--- config.mk ---
export PLATFORM = sky130hd
export DESIGN_NAME = uart_tx_arbiter
export DESIGN_NICKNAME = d
export VERILOG_FILES = /design/src/rtl/uart_tx_arbiter.sv
export SDC_FILE = /design/constraint.sdc
export NUM_CORES = 1
export LEC_CHECK = 0
export BUFFER_PORTS_ARGS = -buffer_cell sky130_fd_sc_hd__clkbuf_2
export CORE_AREA = 4 4 129 131
export DETAILED_ROUTE_END_ITERATION = 8
export DIE_AREA = 0 0 133 135
export PLACE_DENSITY = 0.7
export SYNTH_ARGS = -nofsm -noshare
export SYNTH_HDL_FRONTEND = slang
export SYNTH_SLANG_ARGS = --single-unit
--- constraint.sdc ---
create_clock -name sys_clk -period 2.2 [get_ports sys_clk]
set_input_delay 0.44 -clock sys_clk [delete_from_list [all_inputs] [get_ports sys_clk]]
set_output_delay 0.44 -clock sys_clk [all_outputs]
set_load 0.005 [all_outputs]
--- src/rtl/uart_tx_arbiter.sv ---
// Round-robin, per-packet arbiter in front of a single 64-bit packet UART transmitter.
// Launches the transmitter with a one-cycle send_en, then waits for busy to rise and fall (or time out).
module uart_tx_arbiter #(
  parameter int N_REQ        = 4,
  parameter int DATA_W       = 64,
  parameter int BUSY_TIMEOUT = 16
) (
  input  logic                      sys_clk,
  input  logic                      sys_rst,
  input  logic [N_REQ-1:0]          req,
  input  logic [N_REQ*DATA_W-1:0]   req_data,
  output logic [N_REQ-1:0]          gnt,
  output logic [N_REQ-1:0]          done,
  output logic                      send_en,
  output logic [DATA_W-1:0]         send_data,
  input  logic                      tx_busy,
  output logic                      timeout_err
);

  localparam int IW = $clog2(N_REQ);
  localparam int CW = $clog2(BUSY_TIMEOUT);

  typedef enum logic [2:0] {IDLE, LAUNCH, WAIT_BUSY, WAIT_DONE, RELEASE} state_t;

  state_t              state_q, state_d;
  logic [IW-1:0]       ptr_q, ptr_d;
  logic [IW-1:0]       idx_q, idx_d;
  logic [CW-1:0]       cnt_q, cnt_d;
  logic [N_REQ-1:0]    gnt_q, gnt_d;
  logic [N_REQ-1:0]    done_q, done_d;
  logic                send_en_q, send_en_d;
  logic [DATA_W-1:0]   send_data_q, send_data_d;
  logic                timeout_q, timeout_d;

  logic                found;
  logic [IW-1:0]       cand;
  logic [IW-1:0]       sel_idx;
  logic [DATA_W-1:0]   sel_data;

  // First requester at or after ptr+1, wrapping modulo N_REQ.
  always_comb begin
    found   = 1'b0;
    cand    = '0;
    sel_idx = '0;
    for (int i = 1; i <= N_REQ; i++) begin
      cand = IW'((int'(ptr_q) + i) % N_REQ);
      if (!found && req[cand]) begin
        found   = 1'b1;
        sel_idx = cand;
      end
    end
  end

  always_comb begin
    sel_data = '0;
    for (int i = 0; i < N_REQ; i++) begin
      if (sel_idx == IW'(i)) sel_data = req_data[i*DATA_W +: DATA_W];
    end
  end

  always_comb begin
    state_d     = state_q;
    ptr_d       = ptr_q;
    idx_d       = idx_q;
    cnt_d       = cnt_q;
    gnt_d       = gnt_q;
    done_d      = '0;
    send_en_d   = 1'b0;
    send_data_d = send_data_q;
    timeout_d   = 1'b0;
    case (state_q)
      IDLE: begin
        if (!tx_busy && found) begin
          state_d     = LAUNCH;
          gnt_d       = N_REQ'(1) << sel_idx;
          send_data_d = sel_data;
          idx_d       = sel_idx;
          send_en_d   = 1'b1;
        end
      end
      LAUNCH: begin
        cnt_d   = '0;
        state_d = WAIT_BUSY;
      end
      WAIT_BUSY: begin
        if (tx_busy) begin
          state_d = WAIT_DONE;
        end else begin
          cnt_d = cnt_q + 1'b1;
          // Give up on the edge where the count reaches the limit, so done lands BUSY_TIMEOUT after LAUNCH.
          if (cnt_d == CW'(BUSY_TIMEOUT - 1)) begin
            state_d   = RELEASE;
            done_d    = N_REQ'(1) << idx_q;
            timeout_d = 1'b1;
          end
        end
      end
      WAIT_DONE: begin
        if (!tx_busy) begin
          state_d = RELEASE;
          done_d  = N_REQ'(1) << idx_q;
        end
      end
      RELEASE: begin
        gnt_d   = '0;
        ptr_d   = idx_q;
        state_d = IDLE;
      end
      default: state_d = IDLE;
    endcase
  end

  always_ff @(posedge sys_clk) begin
    if (sys_rst) begin
      state_q     <= IDLE;
      ptr_q       <= IW'(N_REQ - 1);
      idx_q       <= '0;
      cnt_q       <= '0;
      gnt_q       <= '0;
      done_q      <= '0;
      send_en_q   <= 1'b0;
      send_data_q <= '0;
      timeout_q   <= 1'b0;
    end else begin
      state_q     <= state_d;
      ptr_q       <= ptr_d;
      idx_q       <= idx_d;
      cnt_q       <= cnt_d;
      gnt_q       <= gnt_d;
      done_q      <= done_d;
      send_en_q   <= send_en_d;
      send_data_q <= send_data_d;
      timeout_q   <= timeout_d;
    end
  end

  assign gnt         = gnt_q;
  assign done        = done_q;
  assign send_en     = send_en_q;
  assign send_data   = send_data_q;
  assign timeout_err = timeout_q;

endmodule

---- After elaboration in Yosys (flattened, before gate mapping) ----
Index checks and enable logic that the tools add are counted.
Widths: inputs -> output; s select.
storage, ports and cells
  register bits after elaboration ......... 85
  input port bits ......................... 263
  word-level logic and storage cells ...... 87
  output and inout bits ................... 74
cells by class
  equality and inequality tests ........... 12
  shift operators ......................... 2
  muxes and demuxes ....................... 35
  $add $sub $neg .......................... 5
  reductions and logical operators ........ 18
  magnitude comparators ................... 4
  bitwise operators ....................... 2
operators with widths
  operator             number
  $mux 64              4
  $pmux 4 s2           3
  $mux 4               5
  $lt 2x3->1 const B   4
  $mux 3               4
  $pmux 3 s4           1
  $mux 1               10
  $bmux 1 s2           4
  $mux 2               4
  $shl 1x2->4 const A  2
  $eq 3x2->1 const B   2
  $ne 2x2->1 const B   3
  $reduce_and 2->1     3
  $add 2x1->2 const B  2
  $add 2x2->2 const B  2
  $add 4x1->4 const B  1
  $eq 2x2->1 const B   2
  $eq 4x4->1 const B   1
  $logic_and 1x1->1    4
  $logic_not 1->1      4
  $reduce_bool 2->1    2
  $eq 3x1->1 const B   1
  $eq 3x3->1 const B   1
  $logic_not 3->1      1
  other kinds (7)      8

---- Logic depth before layout (Yosys ltp) ----
  depth after elaboration ................. 18
  mapped depth ............................ 8
  depth with buffers taken out ............ 6

---- Worst setup path before layout ----
OpenSTA, ideal clock, no wires.
  path kind ............................... input to register
  start point ............................. input port sys_rst
  end point ............................... register send_data_q[57], in the netlist send_data[57]
  required time ........................... 2.138 ns
  cell stages on the path ................. 7
  library setup time ...................... 0.062 ns
  path buffers ............................ 2
  slack ................................... 0.266 ns
  arrival ................................. 1.871 ns
  cell sequence ........................... or2_1 or4b_4 and3b_1 buf_6 buf_6 a32oi_1 nand3_1
RTL lines
  item                  line  text
  from (decl)           9     input logic sys_rst,
  to (signal assigned)  132   send_data_q <= send_data_d;
  to (decl)             32    logic [DATA_W-1:0] send_data_q, send_data_d;

---- Final worst setup path ----
  start point ............................. register state_q[1]
  end point ............................... register send_data_q[32], in the netlist send_data[32]
between the ends
  word-level cells in the longest chain between the ends .. 2
ends and longest elaborated chain
  item                        line  text
  from (decl)                 25    state_t state_q, state_d;
  from (signal assigned)      125   state_q <= state_d;
  $logic_not 3->1             71    case (state_q)
  $reduce_and 2->1 (no line)  -
Every way passes these cells.
A chain may end at the register's enable or synchronous reset.

==> impl_metrics.csv <==
group,metric,value,unit
cts,h-tree-depth,3,
timing,tns,0,ns
detailed_routing,dr.first_iter.drc_count,448,
finish,area_growth,42.6,%
cts,clock_latency,0.34,ns
pwr,power.leakage,0.00425,uW
timing,maxSlewViolCount,0,
detailed_routing,drt-met1-wl,9100,um
timing,hold_viol_final,0,
global_route,grt_overflow,0,
detailed_routing,routed.top_layer,"met4",
timing,setup-violations-final,0,
setup_path,critPathMaxFanout,32,
yosys,netlist_area,0.00574,sq mm
yosys,synth_fp_nets,975,
global_route,grt_max_degree,52,
global_route,grt_pass1_vias,6441,
die,die_h,135,um
yosys,synth-seq-area-share,29.6,%
detailed_routing,vias,6660,
detailed_routing,wl_met2,10600,um
die,die_x,133,um
job,drv_cap,0,
timing,period_needed,2.11,ns
setup_path,r2r-end,"send_data[32]",
cts,clk_root_buffer_cell,"clkbuf_16",
detailed_routing,wl,21600,um
placed_design,gp_congestion,0.887,
setup_path,crit_chain,"buf_4 > nor2_1 > or4b_4 > and3b_2 > buf_12 > a32oi_1 > nand3_1",
setup_path,crit_arrival,2.39,ns
finish,nNetsFinal,1287,
setup_path,reg2reg_slack,0.09,ns
die,core,0.0156,sq mm
finish,fin_area,0.00819,sq mm
finish,utilization,52.5,%
cts,cts_tree,"built",
pwr,p_comb_share,26.7,%
pwr,swShare,31.5,%
die,rows,46,
detailed_routing,vias_per_cell,5.36,
finish,antenna_cells,0,
pwr,cellPowerDensity,548,mW/mm^2
cts,ctsLongestPathBuffers,2,
yosys,ys_async_sr_fraction,0,%
outcome,status,"finished clean",
cts,clk_pin_slew,0.07,ns
detailed_routing,antenna_left,0,
setup_path,cp_slowest_stage_delay,0.53,ns
pwr,power_switching,1410,uW
placed_design,dpl_worst_slack,-0.0297,ns
cts,clock_sinks,85,
setup_path,cp-end-kind,"register",
yosys,syn_inst,710,
placed_design,place_area,0.00785,sq mm
detailed_routing,met3_length,1290,um
setup_path,worstPathRequired,2.48,ns
placed_design,dp.final_hpwl,16300,um
setup_path,crit_type,"register to register",
detailed_routing,routed_wire_length_per_instance,17.4,um
timing,period_share,95.8,%
setup_path,r2r-start,"state_q[1]",
finish,drive_above_1_share,39.7,%
finish,mostFrequentLayoutCells,"336 x clkbuf_2, 111 x a211oi_1, 96 x inv_1",
placed_design,port_buffers,336,
hold_path,hold-path-cell-count,3,
yosys,synth_flop_cell,"dfxtp_1",
yosys,ys_warn_count,0,
finish,mostFrequentLayoutCell,"clkbuf_2",
timing,worstMarginPinSlew,0.757,ns
global_route,antenna_found_initial,0,
timing,rsz0062_at_grt,"false",
pwr,p_clk_share,33.8,%
timing,hold_slack,0.311,ns
yosys,syn_area_per_cell,8.09,sq um
global_route,track_usage,22.5,%
global_route,grt_pass1_wl,32900,um
cts,numCtsBuffers,9,
yosys,yosysUniqueCellTypes,44,
die,die-area,0.0180,sq mm
hold_path,min_path_type,"input pin to register",
die,ioPinCount,337,
detailed_routing,first_pass_iters,5,
setup_path,rr_worst_depth,7,
hold_path,hold_end,"send_data[10]",
pwr,intPower,3080,uW
pwr,ir_worst_vdd,0.414,mV
setup_path,critPathSlowestCell,"or4b_4",
die,initial_core_util,36.8,%
yosys,synth_seq_cells,85,
timing,timing.fmax,0.474,GHz
timing,setup_slack,0.0921,ns
hold_path,min_from,"req_data[202]",
detailed_routing,drcViolationCount,0,
timing,skew,0.00457,ns
yosys,synth-edff-count,0,
setup_path,crit_path_start_kind,"register",
timing,slew_headroom,49.4,%
pwr,p_seq_share,39.5,%
routing by layer:
layer	vias to the layer above	global-route usage (%)
met3	43	5.25
met2	252	37.4
met1	3077	28.9
li1	3288	-
met4	0	7.51
met5	-	0
cell type report:
| class | count | area, sq um |
|---|---|---|
| fill | 1557 | 7410 |
| multi-input combinational | 451 | 3320 |
| timing repair buffer | 379 | 2240 |
| sequential | 85 | 1700 |
| inverter | 96 | 360 |
| tap | 216 | 270 |
| clock buffer | 10 | 239 |
| clock inverter | 6 | 52.6 |
Yosys cell counts (3+ instances only):
master    instances  area [sq um]
inv_1            96           360
nor2_1           13          48.8
o21bai_1         20           150
a21oi_1           9          45.0
buf_1             4          15.0
nand3_1          92           460
a221oi_1         19           166
a32oi_1          45           394
nand2_1           8          30.0
and3_1           23           144
buf_2            18          90.1
a211oi_1        111           833
nand2b_1          3          18.8
clkbuf_1         43           161
o21ai_0           7          35.0
and3b_1           4          35.0
buf_6            11           124
dfxtp_1          85          1700
mux2i_1          65           651
power by group through the flow:
stage	Sequential, uW	Combinational (uW)	Clock (uW)
finish	1770	1200	1520
global route	1790	1310	1620
CTS	1770	1200	1560
detailed placement	1800	1200	0
global placement	1800	1180	0
floorplan	1800	563	0
per-stage QoR:
| stage | total power, uW | cells |
|---|---|---|
| final | 4490 | 1243 |
| after global routing | 4720 | 1243 |
| after CTS | 4530 | 1241 |
| after detailed placement | 3000 | 1225 |
| after global placement | 2980 | 1225 |
| after floorplan | 2360 | 710 |
cell families after synthesis:
kind of cell | Yosys count | synth area share (%)
compound gates | 223 | 30.0
buf+inv | 174 | 13.3
simple gates | 161 | 15.3
flops | 85 | 29.6
mux | 65 | 11.3
fa+ha+maj | 2 | 0.436
how the worst max path moves through the flow:
stage                     from            end  slack (ns)  depth (start not counted)
global placement       sys_rst  send_data[18]      -0.002                          7
finish              state_q[1]  send_data[32]        0.09                          7
global route        state_q[1]  send_data[32]        0.01                          7
CTS                 state_q[2]  send_data[32]        0.06                          6
floorplan              sys_rst  send_data[57]        0.27                          7
detailed placement     sys_rst  send_data[32]       -0.03                          7
critical path, delay by kind of cell, from the launching register on:
| kind | cells | cell delay (ns) |
|---|---|---|
| flops | 1 | 0.32 |
| simple gates | 4 | 1.22 |
| buf+inv | 2 | 0.36 |
| compound gates | 1 | 0.13 |
sequential cells by signal, summed over array words and instances, names as in the netlist:
signal and count:
send_en 1, state_q 3, done 4, timeout_err 1, cnt_q 4, idx_q 2
send_data 64, ptr_q 2, gnt 4
repair_timing:
| action | in CTS | in global routing |
|---|---|---|
| endpoints found under the hold margin | 0 | 0 |
| hold buffers | 0 | 0 |
| gates resized for setup | 0 | 2 |
| endpoints found under the setup margin | 0 | 15 |
| buffers inserted | 0 | 1 |
Note: power is estimated with default switching activity, not from simulation.
